## src/rtl/ram_sweep_ctrl_if.sv

```systemverilog
// RAM sweep controller bus: sweep requests and pattern select in, RAM strobes and status out.
interface ram_sweep_ctrl_if #(
  parameter int unsigned ADDR_W = 8,
  parameter int unsigned DATA_W = 8
);
  logic              wr_flag;
  logic              rd_flag;
  logic [1:0]        pat_sel;
  logic [DATA_W-1:0] rd_data;
  logic              wr_en;
  logic              rd_en;
  logic [ADDR_W-1:0] addr;
  logic [DATA_W-1:0] wr_data;
  logic              wr_done;
  logic              err;

  // Controller side
  modport master (
    input  wr_flag, rd_flag, pat_sel, rd_data,
    output wr_en, rd_en, addr, wr_data, wr_done, err
  );

  // Requester / RAM side
  modport slave (
    output wr_flag, rd_flag, pat_sel, rd_data,
    input  wr_en, rd_en, addr, wr_data, wr_done, err
  );
endinterface

```

## src/rtl/ram_sweep_ctrl.sv

```systemverilog
// RAM sweep controller: writes a pattern over DEPTH words, or reads them back
// repeatedly with a per-address dwell of CNT_MAX+1 cycles.
// Optional read-back checking is built when RAM_SWEEP_CHECK_EN is defined.
module ram_sweep_ctrl #(
  parameter int unsigned ADDR_W  = 8,
  parameter int unsigned DATA_W  = 8,
  parameter int unsigned DEPTH   = 256,
  parameter int unsigned CNT_MAX = 24'd9_999_999,
  parameter int unsigned CNT_W   = 24
) (
  input  logic                 sys_clk,
  input  logic                 sys_rst,
  ram_sweep_ctrl_if.master     bus
);

  localparam logic [ADDR_W-1:0] LAST_ADDR = ADDR_W'(DEPTH - 1);
  localparam logic [CNT_W-1:0]  CNT_LAST  = CNT_W'(CNT_MAX);

  typedef enum logic [1:0] {S_IDLE, S_WRITE, S_READ} state_t;

  state_t            r_state;
  logic [CNT_W-1:0]  r_cnt;
  logic [ADDR_W-1:0] r_addr;
  logic [1:0]        r_pat;
  logic              r_wr_en;
  logic              r_rd_en;
  logic              r_wr_done;
  logic              w_accept_rd;

  // Data pattern for a given address
  function automatic logic [DATA_W-1:0] pat_f(input logic [1:0] sel, input logic [ADDR_W-1:0] a);
    logic [DATA_W-1:0] v;
    v = '0;
    case (sel)
      2'd0: v = DATA_W'(a);
      2'd1: v = ~DATA_W'(a);
      2'd2: for (int i = 0; i < int'(DATA_W); i++) v[i] = i[0] ? a[0] : ~a[0];
      default: v = '1;
    endcase
    return v;
  endfunction

  // rd_flag is ignored while writing and always loses to wr_flag
  assign w_accept_rd = bus.rd_flag && !bus.wr_flag && (r_state != S_WRITE);

  // Sweep FSM with registered RAM strobes, address and dwell counter
  always_ff @(posedge sys_clk) begin
    if (sys_rst) begin
      r_state   <= S_IDLE;
      r_cnt     <= '0;
      r_addr    <= '0;
      r_pat     <= 2'd0;
      r_wr_en   <= 1'b0;
      r_rd_en   <= 1'b0;
      r_wr_done <= 1'b0;
    end else begin
      r_wr_done <= 1'b0;
      if (bus.wr_flag) begin
        r_state <= S_WRITE;
        r_wr_en <= 1'b1;
        r_rd_en <= 1'b0;
        r_addr  <= '0;
        r_cnt   <= '0;
        r_pat   <= bus.pat_sel;
      end else if (w_accept_rd) begin
        r_state <= S_READ;
        r_wr_en <= 1'b0;
        r_rd_en <= 1'b1;
        r_addr  <= '0;
        r_cnt   <= '0;
        r_pat   <= bus.pat_sel;
      end else begin
        case (r_state)
          S_WRITE: begin
            if (r_addr == LAST_ADDR) begin
              r_state   <= S_IDLE;
              r_wr_en   <= 1'b0;
              r_addr    <= '0;
              r_wr_done <= 1'b1;
            end else begin
              r_addr <= r_addr + ADDR_W'(1);
            end
          end
          S_READ: begin
            if (r_cnt == CNT_LAST) begin
              r_cnt  <= '0;
              r_addr <= (r_addr == LAST_ADDR) ? '0 : r_addr + ADDR_W'(1);
            end else begin
              r_cnt <= r_cnt + CNT_W'(1);
            end
          end
          default: begin
            r_state <= S_IDLE;
            r_wr_en <= 1'b0;
            r_rd_en <= 1'b0;
            r_addr  <= '0;
            r_cnt   <= '0;
          end
        endcase
      end
    end
  end

  assign bus.wr_en   = r_wr_en;
  assign bus.rd_en   = r_rd_en;
  assign bus.addr    = r_addr;
  assign bus.wr_done = r_wr_done;
  assign bus.wr_data = r_wr_en ? pat_f(r_pat, r_addr) : '0;

`ifdef RAM_SWEEP_CHECK_EN
  logic              r_err;
  logic              r_rd_en_d;
  logic [ADDR_W-1:0] r_addr_d;
  logic [1:0]        r_pat_d;
  logic              w_accept;

  assign w_accept = bus.wr_flag || w_accept_rd;

  // Compare returning read data against the pattern of the address issued last cycle
  always_ff @(posedge sys_clk) begin
    if (sys_rst) begin
      r_err     <= 1'b0;
      r_rd_en_d <= 1'b0;
      r_addr_d  <= '0;
      r_pat_d   <= 2'd0;
    end else begin
      r_rd_en_d <= r_rd_en;
      r_addr_d  <= r_addr;
      r_pat_d   <= r_pat;
      if (w_accept) begin
        r_err <= 1'b0;
      end else if ((r_state == S_READ) && r_rd_en_d &&
                   (bus.rd_data != pat_f(r_pat_d, r_addr_d))) begin
        r_err <= 1'b1;
      end
    end
  end

  assign bus.err = r_err;
`else
  logic w_unused_rd;

  assign w_unused_rd = ^bus.rd_data;
  assign bus.err     = 1'b0;
`endif

endmodule

```

## src/flat_wrapper.sv

```systemverilog
// flat-port wrapper written by rule: the top's interface ports become plain ports
module ram_sweep_ctrl_flat 
#(
  parameter int unsigned ADDR_W  = 8,
  parameter int unsigned DATA_W  = 8,
  parameter int unsigned DEPTH   = 256,
  parameter int unsigned CNT_MAX = 24'd9_999_999,
  parameter int unsigned CNT_W   = 24
)
  (sys_clk, sys_rst, bus_wr_flag, bus_rd_flag, bus_pat_sel, bus_rd_data, bus_wr_en, bus_rd_en, bus_addr, bus_wr_data, bus_wr_done, bus_err);
  ram_sweep_ctrl_if #(.ADDR_W(ADDR_W), .DATA_W(DATA_W)) bus_i ();
  input  logic sys_clk;
  input  logic sys_rst;
  input wire logic [$bits(bus_i.wr_flag)-1:0] bus_wr_flag;
  input wire logic [$bits(bus_i.rd_flag)-1:0] bus_rd_flag;
  input wire logic [$bits(bus_i.pat_sel)-1:0] bus_pat_sel;
  input wire logic [$bits(bus_i.rd_data)-1:0] bus_rd_data;
  output wire logic [$bits(bus_i.wr_en)-1:0] bus_wr_en;
  output wire logic [$bits(bus_i.rd_en)-1:0] bus_rd_en;
  output wire logic [$bits(bus_i.addr)-1:0] bus_addr;
  output wire logic [$bits(bus_i.wr_data)-1:0] bus_wr_data;
  output wire logic [$bits(bus_i.wr_done)-1:0] bus_wr_done;
  output wire logic [$bits(bus_i.err)-1:0] bus_err;
  assign bus_i.wr_flag = bus_wr_flag;
  assign bus_i.rd_flag = bus_rd_flag;
  assign bus_i.pat_sel = bus_pat_sel;
  assign bus_i.rd_data = bus_rd_data;
  assign bus_wr_en = bus_i.wr_en;
  assign bus_rd_en = bus_i.rd_en;
  assign bus_addr = bus_i.addr;
  assign bus_wr_data = bus_i.wr_data;
  assign bus_wr_done = bus_i.wr_done;
  assign bus_err = bus_i.err;
  ram_sweep_ctrl #(.ADDR_W(ADDR_W), .DATA_W(DATA_W), .DEPTH(DEPTH), .CNT_MAX(CNT_MAX), .CNT_W(CNT_W)) u_core (.sys_clk(sys_clk), .sys_rst(sys_rst), .bus(bus_i));
endmodule
```

## config.mk

```make
export PLATFORM = sky130hd
export DESIGN_NAME = ram_sweep_ctrl_flat
export DESIGN_NICKNAME = d
export VERILOG_FILES = /design/src/rtl/ram_sweep_ctrl_if.sv /design/src/rtl/ram_sweep_ctrl.sv /design/src/flat_wrapper.sv
export SDC_FILE = /design/constraint.sdc
export NUM_CORES = 1
export LEC_CHECK = 0
export ABC_AREA = 1
export CORE_MARGIN = 3
export CORE_UTILIZATION = 40
export DETAILED_ROUTE_END_ITERATION = 8
export MAX_ROUTING_LAYER = met4
export SLEW_MARGIN = 20
export SYNTH_ARGS = -nofsm -noshare
export SYNTH_HDL_FRONTEND = slang
export SYNTH_SLANG_ARGS = --single-unit
```

## constraint.sdc

```tcl
create_clock -name sys_clk -period 3.4 [get_ports sys_clk]
set_input_delay 1.02 -clock sys_clk [delete_from_list [all_inputs] [get_ports sys_clk]]
set_output_delay 1.02 -clock sys_clk [all_outputs]
set_load 0.01 [all_outputs]
```

## Yosys cells after proc, flatten, opt, wreduce, memory -nomap -nowiden

Cells that the tools add are included.

| storage, ports and cells | value |
|---|---|
| register bits after elaboration | 39 |
| latch bits | 0 |
| bits in writable memories | 0 |
| bits in read-only memories | 0 |
| logic and storage cells | 57 |
| memories kept | 0 |

| operators by class | value |
|---|---|
| add/subtract/negate cells | 2 |
| $mul | 0 |
| divide/modulo/power cells | 0 |
| magnitude comparators | 0 |
| equal/unequal tests | 13 |
| shift operators | 0 |
| mux-type cells | 20 |
| bitwise gates (word level) | 3 |
| reduce and logical (&&, ||, !) cells | 11 |

Operator list:

| cell | number |
|---|---|
| case mux 24 bit (2 select lines) | 1 |
| adder 24 x 1 -> 24 bit, second input constant | 1 |
| == test 24 bit, second input constant | 1 |
| 2-to-1 mux 24 bit | 1 |
| 2-to-1 mux 8 bit | 3 |
| case mux 8 bit (3 select lines) | 1 |
| case mux 8 bit (2 select lines) | 1 |
| adder 8 x 1 -> 8 bit, second input constant | 1 |
| == test 8 bit, second input constant | 1 |
| 2-to-1 mux 2 bit | 4 |
| != test 2 x 1 -> 1 bit, second input constant | 4 |
| inverter 8 bit | 1 |
| 2-to-1 mux 1 bit | 7 |
| == test 2 x 1 -> 1 bit, second input constant | 2 |
| == test 2 bit, second input constant | 2 |
| != test 4 x 2 -> 1 bit, second input constant | 1 |
| case mux 2 bit (2 select lines) | 1 |
| AND reduction 2 bit | 2 |
| OR reduction 2 bit | 2 |
| OR reduction 4 bit | 1 |
| != test 3 x 1 -> 1 bit, second input constant | 1 |
| != test 3 x 2 -> 1 bit, second input constant | 1 |
| OR reduction 3 bit | 1 |
| logical AND 1 bit | 2 |
| 5 further kinds | 6 |

## Longest topological paths before layout

Gate-level depths: netlist (run 1).

| depth | value |
|---|---|
| word-level depth | 5 |
| gate-level depth with buffers | 11 |

## Worst setup path after synthesis (run 1)

OpenSTA, ideal clock, no wires.

| timing path | value |
|---|---|
| kind | flip-flop to output port |
| start | register u_core.r_pat[0] |
| end | output bus_wr_data[1] |
| arrival time | 1,016 ps |
| slack | 1,364 ps |
| stages on the path, launching flop included | 7 |
| buffers on the path | 0 |
| cells stage by stage | dfxtp_1 -> inv_1 -> nor2_1 -> inv_1 -> o211ai_1 -> nand2_1 -> inv_1 |

| on the way | value |
|---|---|
| word-level cells in the longest chain between the ends | 3 |
| elaborated cells between the ends (all ways) | 5 |
| those cells by class | eq/ne (2); mux (2); reduce/logical (1) |

RTL lines:

| element | line | text |
|---|---|---|
| start: declaration | ram_sweep_ctrl.sv:24 | `logic [1:0] r_pat;` |
| start signal: assignment | ram_sweep_ctrl.sv:64 | `r_pat <= bus.pat_sel;` |
| start signal: assignment | ram_sweep_ctrl.sv:71 | `r_pat <= bus.pat_sel;` |
| == test 2 bit (tied with other cells) | ram_sweep_ctrl.sv:34 | `case (sel)` |
| case mux 8 bit (3 select lines) (*) | ram_sweep_ctrl.sv:34 |  |
| 2-to-1 mux 8 bit (*) | ram_sweep_ctrl.sv:108 | `assign bus.wr_data = r_wr_en ? pat_f(r_pat, r_addr) : '0;` |
| end: declaration | flat_wrapper.sv:21 | `output wire logic [$bits(bus_i.wr_data)-1:0] bus_wr_data;` |

Every way passes the cells marked *; elsewhere a longest branch is shown, timed or not.

## Final worst setup path (run 1)

Ends and elaborated chain as after synthesis.

==> impl_results.html, run 1 <==
<table>
<tr><th>Metric</th><th>Value</th></tr>
<tr><th colspan="2">Run status</th></tr>
<tr><td>Status</td><td>finished, final reports clean</td></tr>
<tr><th colspan="2">Routing</th></tr>
<tr><td>Via density per instance</td><td>4.93</td></tr>
<tr><td>Count of vias placed by the detailed router</td><td>2485</td></tr>
<tr><td>Post-DRT Antenna Nets</td><td>0</td></tr>
<tr><td>Routed length per placed instance</td><td>11.8 um</td></tr>
<tr><td>DRT Pass-1 Iters</td><td>5</td></tr>
<tr><td>Post-route DRC</td><td>0</td></tr>
<tr><td>Wire length after detailed routing</td><td>5940 um</td></tr>
<tr><td>Initial detailed-routing violation count</td><td>123</td></tr>
<tr><th colspan="2">Die</th></tr>
<tr><td>Ports</td><td>34</td></tr>
<tr><td>Area enclosed by the die boundary</td><td>0.00721 sq mm</td></tr>
<tr><td>Effective utilization at floorplan</td><td>41.6%</td></tr>
<tr><td>Core outline area</td><td>0.00599 sq mm</td></tr>
<tr><td>Number of core rows</td><td>28</td></tr>
<tr><td>Die height</td><td>84.9 um</td></tr>
<tr><td>Width of the die</td><td>84.9 um</td></tr>
<tr><th colspan="2">Global route</th></tr>
<tr><td>Gr ovfl total</td><td>0</td></tr>
<tr><td>Wire length of the first global-routing pass</td><td>10300 um</td></tr>
<tr><td>Maximum number of pins on one net before global-route repair</td><td>16</td></tr>
<tr><td>Vias in the first global route</td><td>2289</td></tr>
<tr><td>Antenna violations before repair</td><td>0</td></tr>
<tr><td>Global-route usage over all layers</td><td>17.7%</td></tr>
<tr><th colspan="2">Synth</th></tr>
<tr><td>Cell type with the highest aggregate area in the netlist</td><td>sky130_fd_sc_hd__dfxtp_1</td></tr>
<tr><td>Post-synthesis sequential area ratio</td><td>30.5%</td></tr>
<tr><td>Syn nets</td><td>423</td></tr>
<tr><td>Synthesized area per cell</td><td>6.15 sq um</td></tr>
<tr><td>Number of flip-flops and latches in the synthesized netlist</td><td>38</td></tr>
<tr><td>Number of different library cells in the post-synthesis netlist</td><td>33</td></tr>
<tr><td>Warning count from the yosys run</td><td>0</td></tr>
<tr><td>Netlist Area Pre-Place</td><td>0.00249 sq mm</td></tr>
<tr><td>Post-synthesis cell count</td><td>405</td></tr>
<tr><td>Top area cells in the synthesized netlist</td><td>sky130_fd_sc_hd__dfxtp_1 31%, sky130_fd_sc_hd__nand2_1 18%, sky130_fd_sc_hd__nor2_1 9.3%</td></tr>
<tr><td>Post-synth top area share</td><td>30.5%</td></tr>
<tr><th colspan="2">Final layout</th></tr>
<tr><td>Final Instance Count excl. Fillers</td><td>504</td></tr>
<tr><td>Share of layout cells above drive strength 1</td><td>6.76%</td></tr>
<tr><td>Antenna cell count</td><td>0</td></tr>
<tr><td>Number of fill cells in the layout</td><td>622</td></tr>
<tr><td>Number of nets in the layout</td><td>446</td></tr>
<tr><td>Layout Cell Area excl Fill</td><td>0.00288 sq mm</td></tr>
<tr><td>Signed area change from the synthesized netlist to the final layout</td><td>15.7%</td></tr>
<tr><th colspan="2">Clock network</th></tr>
<tr><td>Maximum clock path buffer count</td><td>2</td></tr>
<tr><td>Total clock sinks</td><td>38</td></tr>
<tr><td>Buffer type at the clock tree root</td><td>sky130_fd_sc_hd__clkbuf_8</td></tr>
<tr><td>TritonCTS clock tree</td><td>built</td></tr>
<tr><td>Worst-path clk slew</td><td>0.08 ns</td></tr>
<tr><td>Clk Latency, worst-skew pair</td><td>0.29 ns</td></tr>
<tr><td>CTS H-tree lvls</td><td>2</td></tr>
<tr><td>Number of gates resized after cts</td><td>0</td></tr>
<tr><td>Total clock buffers created by CTS</td><td>5</td></tr>
<tr><td>Buffer count from post-CTS setup fixing</td><td>0</td></tr>
<tr><td>CTS Hold Bufs</td><td>0</td></tr>
<tr><th colspan="2">Critical path</th></tr>
<tr><td>End point of the critical path</td><td>bus_wr_data[1]</td></tr>
<tr><td>Endpoint of the worst-slack reg-to-reg timing path</td><td>u_core.r_cnt[1]</td></tr>
<tr><td>Critical R2R Launch</td><td>u_core.bus.wr_en</td></tr>
<tr><td>Critical Path End Type</td><td>output pin</td></tr>
<tr><td>Critical Path Start Type</td><td>flop</td></tr>
<tr><td>Master of the slowest instance on the critical path</td><td>sky130_fd_sc_hd__clkdlybuf4s50_1</td></tr>
<tr><td>Critical path class</td><td>flop to output pin</td></tr>
<tr><td>Cells along the critical path</td><td>inv_1 -&gt; nor2_1 -&gt; inv_1 -&gt; o211ai_1 -&gt; nand2_1 -&gt; inv_1 -&gt; clkdlybuf4s50_1</td></tr>
<tr><td>Worst setup slack for register-to-register paths</td><td>1.04 ns</td></tr>
<tr><td>Worst-path fanout max</td><td>6</td></tr>
<tr><td>Crit path required time</td><td>2.38 ns</td></tr>
<tr><td>Most repeated library cell on the critical path</td><td>sky130_fd_sc_hd__inv_1</td></tr>
<tr><td>Number of cell instances on the worst register-to-register path</td><td>7</td></tr>
<tr><td>Stage delay of the slowest cell on the critical path</td><td>0.52 ns</td></tr>
<tr><td>Start point of the critical path</td><td>u_core.r_pat[0]</td></tr>
<tr><td>Crit path DAT</td><td>1.98 ns</td></tr>
<tr><th colspan="2">STA</th></tr>
<tr><td>Clock tree skew after final layout</td><td>0.00871 ns</td></tr>
<tr><td>Minimum clock period after layout</td><td>3.00 ns</td></tr>
<tr><td>Max Clock Freq</td><td>333 MHz</td></tr>
<tr><td>Final count of hold timing violations</td><td>0</td></tr>
<tr><td>Setup Viol. Count Final</td><td>0</td></tr>
<tr><td>Final worst path period share</td><td>88.2%</td></tr>
<tr><td>Setup repair after global routing missed its margin</td><td>no</td></tr>
<tr><td>Tightest slew margin relative to the limit</td><td>63.8%</td></tr>
<tr><td>Total negative slack for setup checks</td><td>0 ns</td></tr>
<tr><td>Number of max-slew violations in the final report</td><td>0</td></tr>
<tr><td>Slew @ Worst Pin</td><td>0.543 ns</td></tr>
<tr><th colspan="2">Placement</th></tr>
<tr><td>Weighted congestion reported at the end of routability-driven placement</td><td>0.905</td></tr>
<tr><td>Area of placed instances</td><td>0.00274 sq mm</td></tr>
<tr><td>Number of input and output port buffers inserted</td><td>24</td></tr>
<tr><td>Post-detail-place hpwl</td><td>4590 um</td></tr>
<tr><td>Number of cells after detailed placement</td><td>496</td></tr>
<tr><th colspan="2">Pwr</th></tr>
<tr><td>Power per unit of standard cell area</td><td>356 mW/mm^2</td></tr>
<tr><td>Share of power burned in combinational logic</td><td>8.7%</td></tr>
<tr><td>Internal power</td><td>0.797 mW</td></tr>
<tr><td>P_leak</td><td>1.13 nW</td></tr>
<tr><td>Seq pwr share</td><td>44.4%</td></tr>
<tr><td>Switching Share</td><td>22.2%</td></tr>
<tr><td>Overall power after layout</td><td>1.03 mW</td></tr>
<tr><td>Clock network fraction of total power</td><td>46.9%</td></tr>
<tr><td>Peak supply drop</td><td>0.279 mV</td></tr>
<tr><td>Sw power</td><td>0.228 mW</td></tr>
<tr><th colspan="2">Run</th></tr>
<tr><td>Total of max-cap violations</td><td>0</td></tr>
<tr><th colspan="2">Worst hold path</th></tr>
<tr><td>Class of the most critical hold timing path</td><td>flop to flop</td></tr>
</table>
==> critical path, delay by kind of cell (launching register included) <==
kind            cells  cell delay [ns]
simple gates        2             0.35
flops               1             0.37
compound gates      1             0.17
buf+inv             4             0.79
==> worst min path at each step <==
stage | start | to | slack, ns | cells after the start
floorplan | u_core.r_state[1] | u_core.r_state[1] | 0.46 | 2
global placement | u_core.bus.rd_en | u_core.bus.rd_en | 0.47 | 2
detailed placement | u_core.bus.rd_en | u_core.bus.rd_en | 0.47 | 2
CTS | u_core.bus.rd_en | u_core.bus.rd_en | 0.49 | 2
global route | u_core.bus.rd_en | u_core.bus.rd_en | 0.52 | 2
finish | u_core.bus.rd_en | u_core.bus.rd_en | 0.48 | 2
==> stage by stage <==
step	worst slack, ns	hold slack, ns	util [%]
floorplan	1.36	0.456	-
global placement	0.649	0.465	45.7
detailed placement	0.632	0.474	45.7
CTS	0.389	0.486	48.1
global route	0.259	0.516	48.1
finish	0.400	0.484	48.1
==> area by class of cell <==
class / count / area [sq um] / area share [%]
Clock buffer: 6 / 82.6 / 2.86
Clock inverter: 2 / 60.1 / 2.08
Inverter: 57 / 214 / 7.42
Multi-Input combinational cell: 301 / 1420 / 49.4
Sequential cell: 38 / 761 / 26.4
Tap cell: 75 / 93.8 / 3.26
Timing Repair Buffer: 25 / 248 / 8.59
==> cell usage after synthesis, drive strengths merged <==
library cell / number
a211oi: 2
a21oi: 27
a31oi: 1
buf: 8
bufbuf: 1
conb: 1
dfxtp: 38
ha: 4
inv: 57
nand2: 123
nand3: 31
nand3b: 2
nand4: 6
nor2: 68
nor2b: 1
nor3: 7
o211ai: 4
o21ai: 15
o22ai: 3
or2: 1
xnor2: 2
xor2: 3
==> cells in the final DEF, fill, tap and decap left out, types with 7 or more instances in the layout <==
cell type                         instances
sky130_fd_sc_hd__nand2_1                120
sky130_fd_sc_hd__nor2_1                  62
sky130_fd_sc_hd__inv_1                   51
sky130_fd_sc_hd__dfxtp_1                 38
sky130_fd_sc_hd__nand3_1                 28
sky130_fd_sc_hd__a21oi_1                 26
sky130_fd_sc_hd__clkdlybuf4s50_1         24
sky130_fd_sc_hd__o21ai_0                 15
sky130_fd_sc_hd__nor3_1                   7
==> metal layers <==
layer	up-vias	part of all wire, %	global-route usage, %
met5	-	0	-
met4	0	0.93	4.03
met3	6	4.1	3.20
met2	42	46	29.8
met1	1111	48	22.2
li1	1326	-	-
==> state kept, by name, indices dropped and copies added, names as in the netlist <==
signal              count
u_core.bus.addr         8
u_core.bus.rd_en        1
u_core.bus.wr_done      1
u_core.bus.wr_en        1
u_core.r_cnt           24
u_core.r_pat            2
u_core.r_state          1
==> power groups by stage <==
stage / registers, mW / clock network (mW) / logic [mW]
after floorplan: 0.465 / 0 / 0.0636
after global placement: 0.465 / 0 / 0.0904
after detailed placement: 0.466 / 0 / 0.0902
after CTS: 0.455 / 0.497 / 0.0908
after global routing: 0.456 / 0.514 / 0.102
final: 0.455 / 0.481 / 0.0896
==> logic make-up after synthesis <==
family / Yosys count / share of synthesized area [%]
flip-flops: 38 / 30.5
XOR/XNOR: 5 / 1.76
adder cells (fa/ha/maj): 4 / 2.01
other: 1 / 0.151
AO/OA/AOI/OAI: 52 / 11.4
AND/OR/NAND/NOR: 239 / 41.8
buffers and inverters: 66 / 12.3
(Power assumes the default switching activity.)
==> run 2: changes to the inputs <==
--- a/config.mk
+++ b/config.mk
@@ -12,2 +12,3 @@
 export MAX_ROUTING_LAYER = met4
+export RECOVER_POWER = 100
 export SLEW_MARGIN = 20
==> constraint.sdc (replaced) <==
create_clock -name sys_clk -period 3.4 [get_ports sys_clk]
set_input_delay 0.51 -clock sys_clk [delete_from_list [all_inputs] [get_ports sys_clk]]
set_output_delay 0.51 -clock sys_clk [all_outputs]
set_load 0.01 [all_outputs]
==> impl_results.html, run 2 (same netlist as run 1, synthesis figures left out) <==
<table>
<tr><th>Metric</th><th>Value</th></tr>
<tr><th colspan="2">Clock network</th></tr>
<tr><td>CTS H-tree lvls</td><td>2 (unchanged)</td></tr>
<tr><td>Total clock sinks</td><td>38 (unchanged)</td></tr>
<tr><td>TritonCTS clock tree</td><td>built</td></tr>
<tr><td>Total clock buffers created by CTS</td><td>5 (unchanged)</td></tr>
<tr><td>Number of gates resized after cts</td><td>0 (unchanged)</td></tr>
<tr><td>Buffer count from post-CTS setup fixing</td><td>0 (unchanged)</td></tr>
<tr><td>Worst-path clk slew</td><td>0.08 ns (about the same)</td></tr>
<tr><td>Maximum clock path buffer count</td><td>2 (unchanged)</td></tr>
<tr><td>CTS Hold Bufs</td><td>0 (unchanged)</td></tr>
<tr><td>Clk Latency, worst-skew pair</td><td>0.29 ns (about the same)</td></tr>
<tr><td>Buffer type at the clock tree root</td><td>sky130_fd_sc_hd__clkbuf_8</td></tr>
<tr><th colspan="2">Global route</th></tr>
<tr><td>Vias in the first global route</td><td>2335 (+2.0%)</td></tr>
<tr><td>Maximum number of pins on one net before global-route repair</td><td>20 (+4)</td></tr>
<tr><td>Global-route usage over all layers</td><td>18.2% (+0.43 points)</td></tr>
<tr><td>Antenna violations before repair</td><td>0 (unchanged)</td></tr>
<tr><td>Gr ovfl total</td><td>0 (unchanged)</td></tr>
<tr><td>Wire length of the first global-routing pass</td><td>10500 um (+2.2%)</td></tr>
<tr><th colspan="2">Placement</th></tr>
<tr><td>Post-detail-place hpwl</td><td>4580 um (-0.31%)</td></tr>
<tr><td>Area of placed instances</td><td>0.00274 sq mm (unchanged)</td></tr>
<tr><td>Weighted congestion reported at the end of routability-driven placement</td><td>0.860 (-4.9%)</td></tr>
<tr><td>Number of input and output port buffers inserted</td><td>24 (unchanged)</td></tr>
<tr><th colspan="2">Die</th></tr>
<tr><td>Number of core rows</td><td>28 (unchanged)</td></tr>
<tr><td>Width of the die</td><td>84.9 um (unchanged)</td></tr>
<tr><td>Effective utilization at floorplan</td><td>41.6% (unchanged)</td></tr>
<tr><td>Core outline area</td><td>0.00599 sq mm (unchanged)</td></tr>
<tr><td>Die height</td><td>84.9 um (unchanged)</td></tr>
<tr><td>Area enclosed by the die boundary</td><td>0.00721 sq mm (unchanged)</td></tr>
<tr><td>Ports</td><td>34 (unchanged)</td></tr>
<tr><th colspan="2">Pwr</th></tr>
<tr><td>Overall power after layout</td><td>1.02 mW (-0.67%)</td></tr>
<tr><td>P_leak</td><td>1.19 nW (+5.4%)</td></tr>
<tr><td>Power per unit of standard cell area</td><td>355 mW/mm^2 (-0.24%)</td></tr>
<tr><td>Peak supply drop</td><td>0.205 mV (-27%)</td></tr>
<tr><th colspan="2">Final layout</th></tr>
<tr><td>Commonest non-fill, non-tap cell in the layout</td><td>sky130_fd_sc_hd__nand2_1</td></tr>
<tr><td>Number of nets in the layout</td><td>446 (unchanged)</td></tr>
<tr><td>Largest reg by FF count</td><td>u_core.r_cnt</td></tr>
<tr><td>Signed area change from the synthesized netlist to the final layout</td><td>15.2%</td></tr>
<tr><td>Antenna cell count</td><td>0 (unchanged)</td></tr>
<tr><td>Top library cells by usage in the layout, fill and taps aside</td><td>120 x sky130_fd_sc_hd__nand2_1, 63 x sky130_fd_sc_hd__nor2_1, 54 x sky130_fd_sc_hd__inv_1</td></tr>
<tr><td>Number of fill cells in the layout</td><td>653 (+5.0%)</td></tr>
<tr><td>Layout Cell Area excl Fill</td><td>0.00287 sq mm (-0.43%)</td></tr>
<tr><td>Share of layout cells above drive strength 1</td><td>5.59% (-1.2 points)</td></tr>
<tr><td>Largest register FFs</td><td>24 (unchanged)</td></tr>
<tr><th colspan="2">Critical path</th></tr>
<tr><td>Number of cell instances on the worst register-to-register path</td><td>10 (+3)</td></tr>
<tr><td>Critical R2R Launch</td><td>u_core.bus.wr_en</td></tr>
<tr><td>Master of the slowest instance on the critical path</td><td>sky130_fd_sc_hd__ha_1</td></tr>
<tr><td>Start point of the critical path</td><td>u_core.bus.wr_en</td></tr>
<tr><td>Worst-path fanout max</td><td>19 (+13)</td></tr>
<tr><td>Cells along the critical path</td><td>ha_1 -&gt; inv_1 -&gt; nand3_1 -&gt; inv_1 -&gt; nor2_1 -&gt; buf_4 -&gt; nand3_2 -&gt; nand2_1 -&gt; nand2_1 -&gt; inv_1</td></tr>
<tr><td>Crit path required time</td><td>3.64 ns (+1.26 ns)</td></tr>
<tr><td>Crit path DAT</td><td>2.88 ns (+0.90 ns)</td></tr>
<tr><td>Critical Path End Type</td><td>flop</td></tr>
<tr><td>Critical path class</td><td>flop to flop</td></tr>
<tr><td>Critical Path Start Type</td><td>flop</td></tr>
<tr><td>Stage delay of the slowest cell on the critical path</td><td>0.56 ns (+0.04 ns)</td></tr>
<tr><td>Most repeated library cell on the critical path</td><td>sky130_fd_sc_hd__inv_1</td></tr>
<tr><th colspan="2">Routing</th></tr>
<tr><td>Routed length per placed instance</td><td>12.0 um (+1.6%)</td></tr>
<tr><td>Topmost layer with routed signal wires</td><td>met4</td></tr>
<tr><td>Count of vias placed by the detailed router</td><td>2485 (unchanged)</td></tr>
<tr><td>Met2 wire length</td><td>2850 um (+3.1%)</td></tr>
<tr><td>Wire length after detailed routing</td><td>6040 um (+1.6%)</td></tr>
<tr><td>Via density per instance</td><td>4.93 (unchanged)</td></tr>
<tr><td>Met3 wire len</td><td>243 um (unchanged)</td></tr>
<tr><td>Post-route DRC</td><td>0 (unchanged)</td></tr>
<tr><td>Wire length the detailed router placed on met1</td><td>2850 um (-1.0%)</td></tr>
<tr><td>Post-DRT Antenna Nets</td><td>0 (unchanged)</td></tr>
<tr><td>Initial detailed-routing violation count</td><td>89 (-28%)</td></tr>
<tr><td>DRT Pass-1 Iters</td><td>4 (-1)</td></tr>
<tr><th colspan="2">STA</th></tr>
<tr><td>Tightest slew margin relative to the limit</td><td>63.8% (about the same)</td></tr>
<tr><td>Final worst path period share</td><td>77.9% (-10 points)</td></tr>
<tr><td>Total negative slack for setup checks</td><td>0 ns (unchanged)</td></tr>
<tr><td>Setup Viol. Count Final</td><td>0 (unchanged)</td></tr>
<tr><td>Slew @ Worst Pin</td><td>0.543 ns (+0.0000805 ns)</td></tr>
<tr><td>Final count of hold timing violations</td><td>0 (unchanged)</td></tr>
<tr><td>Setup repair after global routing missed its margin</td><td>no</td></tr>
<tr><td>Tightest hold margin</td><td>0.481 ns (-0.00342 ns)</td></tr>
<tr><td>Number of max-slew violations in the final report</td><td>0 (unchanged)</td></tr>
<tr><td>Clock tree skew after final layout</td><td>0.0112 ns (+0.00250 ns)</td></tr>
<tr><td>Max Clock Freq</td><td>378 MHz (+13%)</td></tr>
<tr><td>Minimum clock period after layout</td><td>2.65 ns (-0.352 ns)</td></tr>
<tr><th colspan="2">Run</th></tr>
<tr><td>Total of max-cap violations</td><td>0 (unchanged)</td></tr>
<tr><th colspan="2">Worst hold path</th></tr>
<tr><td>Class of the most critical hold timing path</td><td>flop to flop</td></tr>
<tr><td>Number of cells on the worst hold path</td><td>2 (unchanged)</td></tr>
<tr><td>Hold wc startpoint</td><td>u_core.bus.rd_en</td></tr>
<tr><th colspan="2">Run status</th></tr>
<tr><td>Status</td><td>finished, final reports clean</td></tr>
</table>
[run 2: cell count changes in the layout (fill, tap and decap cells not counted)]
cell	previous run	this run
sky130_fd_sc_hd__nand3_2	2	1
sky130_fd_sc_hd__nand3_1	28	29
sky130_fd_sc_hd__dlygate4sd3_1	0	19
sky130_fd_sc_hd__clkdlybuf4s50_1	24	5
sky130_fd_sc_hd__inv_2	6	3
sky130_fd_sc_hd__nor2_4	4	3
sky130_fd_sc_hd__inv_1	51	54
sky130_fd_sc_hd__nor2_1	62	63
[run 2: where the power goes]
group / internal, mW / leakage (nW) / switching [mW]
clock: 0.313 / 0.0714 / 0.165
combinational: 0.0320 / 0.812 / 0.0530
sequential: 0.449 / 0.307 / 0.00593
total: 0.794 / 1.19 / 0.224
[run 2: cell type report]
cell class	instances	area, sq um	share of cell area [%]
well taps	75	93.8	3.27
multi-input cells	301	1410	49.2
clock inverters	2	60.1	2.09
inverters	57	214	7.45
flip-flops and latches	38	761	26.5
repair buffers	25	248	8.63
clock buffers	6	82.6	2.88
[run 2: path summary, 6_finish.rpt]
check	end	slack (ns)
worst max-delay path	u_core.bus.addr[5]	0.75
worst min-delay path	u_core.bus.rd_en	0.48
worst max register to register	u_core.bus.addr[5]	0.75
worst min register to register	u_core.bus.rd_en	0.48
[run 2: stage by stage]
step	setup WS, ns	cells	util [%]
final	0.753	504	47.9
after global placement	1.00	496	45.7
after floorplan	1.75	405	-
after CTS	0.885	504	48.1
after global routing	0.547	504	47.9
after detailed placement	1.03	496	45.7
[run 2: routing by layer]
layer  global-route usage, %  up-vias
met5                       -        -
met4                    6.62        0
met3                    3.79       12
met2                    29.6       47
met1                    22.1     1106
li1                        -     1320
[run 2: critical path: cells and delay by family, from the launching register on]
family                   cells  cell delay, ns
adder cells (fa/ha/maj)      1            0.56
buffers and inverters        4            0.62
flip-flops                   1            0.50
AND/OR/NAND/NOR              5            0.90
==> run 3: changes to the inputs <==
- clock period: 3.4 -> 2.5 ns (I/O delays scaled with it)
==> impl_results.html, run 3 (same netlist as run 1, synthesis figures left out) <==
<table>
<tr><th>Metric</th><th>Value</th></tr>
<tr><th colspan="2">Final layout</th></tr>
<tr><td>Largest reg by FF count</td><td>u_core.r_cnt</td></tr>
<tr><td>Final Instance Count excl. Fillers</td><td>505 (+0.20%)</td></tr>
<tr><td>Sequential cell area in the final layout</td><td>761 sq um (unchanged)</td></tr>
<tr><td>Number of fill cells in the layout</td><td>623 (-4.6%)</td></tr>
<tr><td>Total area of multi-input combinational cells</td><td>0.00142 sq mm (+0.71%)</td></tr>
<tr><td>Commonest non-fill, non-tap cell in the layout</td><td>sky130_fd_sc_hd__nand2_1</td></tr>
<tr><td>Number of nets in the layout</td><td>447 (+0.22%)</td></tr>
<tr><td>Layout Cell Area excl Fill</td><td>0.00286 sq mm (-0.52%)</td></tr>
<tr><td>Largest register FFs</td><td>24 (unchanged)</td></tr>
<tr><td>Share of layout cells above drive strength 1</td><td>6.05% (+0.45 points)</td></tr>
<tr><td>End-of-flow core utilization</td><td>47.7% (-0.25 points)</td></tr>
<tr><td>Top library cells by usage in the layout, fill and taps aside</td><td>120 x sky130_fd_sc_hd__nand2_1, 61 x sky130_fd_sc_hd__nor2_1, 54 x sky130_fd_sc_hd__inv_1</td></tr>
<tr><td>Antenna cell count</td><td>0 (unchanged)</td></tr>
<tr><td>Signed area change from the synthesized netlist to the final layout</td><td>14.6%</td></tr>
<tr><th colspan="2">STA</th></tr>
<tr><td>Number of max-slew violations in the final report</td><td>0 (unchanged)</td></tr>
<tr><td>Minimum clock period after layout</td><td>2.28 ns</td></tr>
<tr><td>Setup Viol. Count Final</td><td>0 (unchanged)</td></tr>
<tr><td>Clock tree skew after final layout</td><td>0.00568 ns (-0.00553 ns)</td></tr>
<tr><td>Final worst path period share</td><td>91.1%</td></tr>
<tr><td>Final count of hold timing violations</td><td>0 (unchanged)</td></tr>
<tr><td>Max Clock Freq</td><td>439 MHz</td></tr>
<tr><td>Total negative slack for setup checks</td><td>0 ns (unchanged)</td></tr>
<tr><td>Tightest hold margin</td><td>0.472 ns (-0.00827 ns)</td></tr>
<tr><td>Setup repair after global routing missed its margin</td><td>no</td></tr>
<tr><td>Setup WS post-layout</td><td>0.223 ns (-0.529 ns)</td></tr>
<tr><th colspan="2">Pwr</th></tr>
<tr><td>Sw power</td><td>0.321 mW (+43%)</td></tr>
<tr><td>Peak supply drop</td><td>0.268 mV (+31%)</td></tr>
<tr><td>Clock network fraction of total power</td><td>42.1% (-4.9 points)</td></tr>
<tr><td>Switching Share</td><td>25.2% (+3.2 points)</td></tr>
<tr><td>Seq pwr share</td><td>48.6% (+3.9 points)</td></tr>
<tr><td>Overall power after layout</td><td>1.27 mW (+25%)</td></tr>
<tr><td>Share of power burned in combinational logic</td><td>9.3% (+1.0 points)</td></tr>
<tr><td>Internal power</td><td>0.953 mW (+20%)</td></tr>
<tr><td>P_leak</td><td>1.16 nW (-2.4%)</td></tr>
<tr><td>Power per unit of standard cell area</td><td>446 mW/mm^2 (+26%)</td></tr>
<tr><th colspan="2">Clock network</th></tr>
<tr><td>Total clock buffers created by CTS</td><td>5 (unchanged)</td></tr>
<tr><td>Clk Latency, worst-skew pair</td><td>0.29 ns (about the same)</td></tr>
<tr><td>Buffer type at the clock tree root</td><td>sky130_fd_sc_hd__clkbuf_8</td></tr>
<tr><td>Total clock sinks</td><td>38 (unchanged)</td></tr>
<tr><td>Maximum clock path buffer count</td><td>2 (unchanged)</td></tr>
<tr><td>CTS H-tree lvls</td><td>2 (unchanged)</td></tr>
<tr><td>Worst-path clk slew</td><td>0.08 ns (about the same)</td></tr>
<tr><td>TritonCTS clock tree</td><td>built</td></tr>
<tr><th colspan="2">Critical path</th></tr>
<tr><td>Crit path DAT</td><td>1.90 ns (-0.98 ns)</td></tr>
<tr><td>Critical Path End Type</td><td>output pin</td></tr>
<tr><td>Worst setup slack for register-to-register paths</td><td>0.33 ns (-0.42 ns)</td></tr>
<tr><td>Critical path class</td><td>flop to output pin</td></tr>
<tr><td>Critical Path Start Type</td><td>flop</td></tr>
<tr><td>Worst-path fanout max</td><td>6 (-13)</td></tr>
<tr><td>Crit path required time</td><td>2.12 ns (-1.52 ns)</td></tr>
<tr><th colspan="2">Routing</th></tr>
<tr><td>Routed length per placed instance</td><td>11.7 um (-2.1%)</td></tr>
<tr><td>Post-route DRC</td><td>0 (unchanged)</td></tr>
<tr><td>Wire length after detailed routing</td><td>5930 um (-1.9%)</td></tr>
<tr><td>DRT Pass-1 Iters</td><td>4 (unchanged)</td></tr>
<tr><td>Count of vias placed by the detailed router</td><td>2434 (-2.1%)</td></tr>
<tr><td>Initial detailed-routing violation count</td><td>134 (+51%)</td></tr>
<tr><td>Via density per instance</td><td>4.82 (-2.2%)</td></tr>
<tr><td>Post-DRT Antenna Nets</td><td>0 (unchanged)</td></tr>
<tr><th colspan="2">Die</th></tr>
<tr><td>Number of core rows</td><td>28 (unchanged)</td></tr>
<tr><td>Die height</td><td>84.9 um (unchanged)</td></tr>
<tr><td>Core outline area</td><td>0.00599 sq mm (unchanged)</td></tr>
<tr><td>Effective utilization at floorplan</td><td>41.6% (unchanged)</td></tr>
<tr><td>Area enclosed by the die boundary</td><td>0.00721 sq mm (unchanged)</td></tr>
<tr><td>Ports</td><td>34 (unchanged)</td></tr>
<tr><td>Width of the die</td><td>84.9 um (unchanged)</td></tr>
<tr><th colspan="2">Placement</th></tr>
<tr><td>Number of cells after detailed placement</td><td>497 (+0.20%)</td></tr>
<tr><td>Worst-case setup slack after placement</td><td>0.381 ns (-0.653 ns)</td></tr>
<tr><td>Weighted congestion reported at the end of routability-driven placement</td><td>0.863 (+0.34%)</td></tr>
<tr><td>Area of placed instances</td><td>0.00275 sq mm (+0.27%)</td></tr>
<tr><td>Post-detail-place hpwl</td><td>4590 um (+0.30%)</td></tr>
<tr><td>Number of input and output port buffers inserted</td><td>24 (unchanged)</td></tr>
<tr><th colspan="2">Global route</th></tr>
<tr><td>Global-route usage over all layers</td><td>18.1% (-0.051 points)</td></tr>
<tr><td>Wire length of the first global-routing pass</td><td>10500 um (+0.40%)</td></tr>
<tr><td>Antenna violations before repair</td><td>0 (unchanged)</td></tr>
<tr><td>Gr ovfl total</td><td>0 (unchanged)</td></tr>
<tr><td>Vias in the first global route</td><td>2375 (+1.7%)</td></tr>
<tr><td>Maximum number of pins on one net before global-route repair</td><td>15 (-25%)</td></tr>
<tr><th colspan="2">Run</th></tr>
<tr><td>Total of max-cap violations</td><td>0 (unchanged)</td></tr>
<tr><th colspan="2">Worst hold path</th></tr>
<tr><td>Class of the most critical hold timing path</td><td>flop to flop</td></tr>
<tr><th colspan="2">Run status</th></tr>
<tr><td>Status</td><td>finished, final reports clean</td></tr>
</table>
[run 3: final timing paths]
check        depth (start not counted)        startpoint            endpoint
max                                  6   u_core.r_pat[1]      bus_wr_data[2]
min                                  2  u_core.bus.rd_en    u_core.bus.rd_en
max reg2reg                         10  u_core.bus.wr_en  u_core.bus.addr[5]
min reg2reg                          2  u_core.bus.rd_en    u_core.bus.rd_en
[run 3: power by group through the flow]
stage / registers [mW] / clock network, mW / logic (mW)
floorplan: 0.632 / 0 / 0.0865
CTS: 0.619 / 0.550 / 0.124
detailed placement: 0.633 / 0 / 0.123
global route: 0.621 / 0.583 / 0.135
global placement: 0.633 / 0 / 0.124
finish: 0.619 / 0.537 / 0.118
[run 3: worst max-delay path, cell delays in order (launching register included)]
cell                            delay, ns
sky130_fd_sc_hd__dfxtp_1             0.36
sky130_fd_sc_hd__nor2_1              0.18
sky130_fd_sc_hd__inv_1               0.13
sky130_fd_sc_hd__nand2_1             0.07
sky130_fd_sc_hd__o21ai_0             0.07
sky130_fd_sc_hd__a21oi_1             0.16
sky130_fd_sc_hd__dlygate4sd3_1       0.63
[run 3: routing by layer]
metal  vias to the layer above  share of wire [%]  GRT usage, %
li1                       1324                  -             -
met2                        49                 48          31.3
met3                         6                4.2          3.50
met5                         -                  0             -
met1                      1055                 47          21.4
met4                         0                1.1          5.04
[run 3: area by class of cell]
| class | instances | area share [%] |
|---|---|---|
| Multi-Input combinational cell | 301 | 49.8 |
| Sequential cell | 38 | 26.6 |
| Timing Repair Buffer | 26 | 8.81 |
| Inverter | 57 | 7.49 |
| Tap cell | 75 | 3.29 |
| Clock buffer | 5 | 2.41 |
| Clock inverter | 3 | 1.58 |
[run 3: what timing repair did]
| item | in CTS | in global routing |
|---|---|---|
| gates resized for setup | 0 | 1 |
| hold buffers | 0 | 0 |
| buffers inserted | 0 | 0 |
| endpoints found under the setup margin | 0 | 1 |
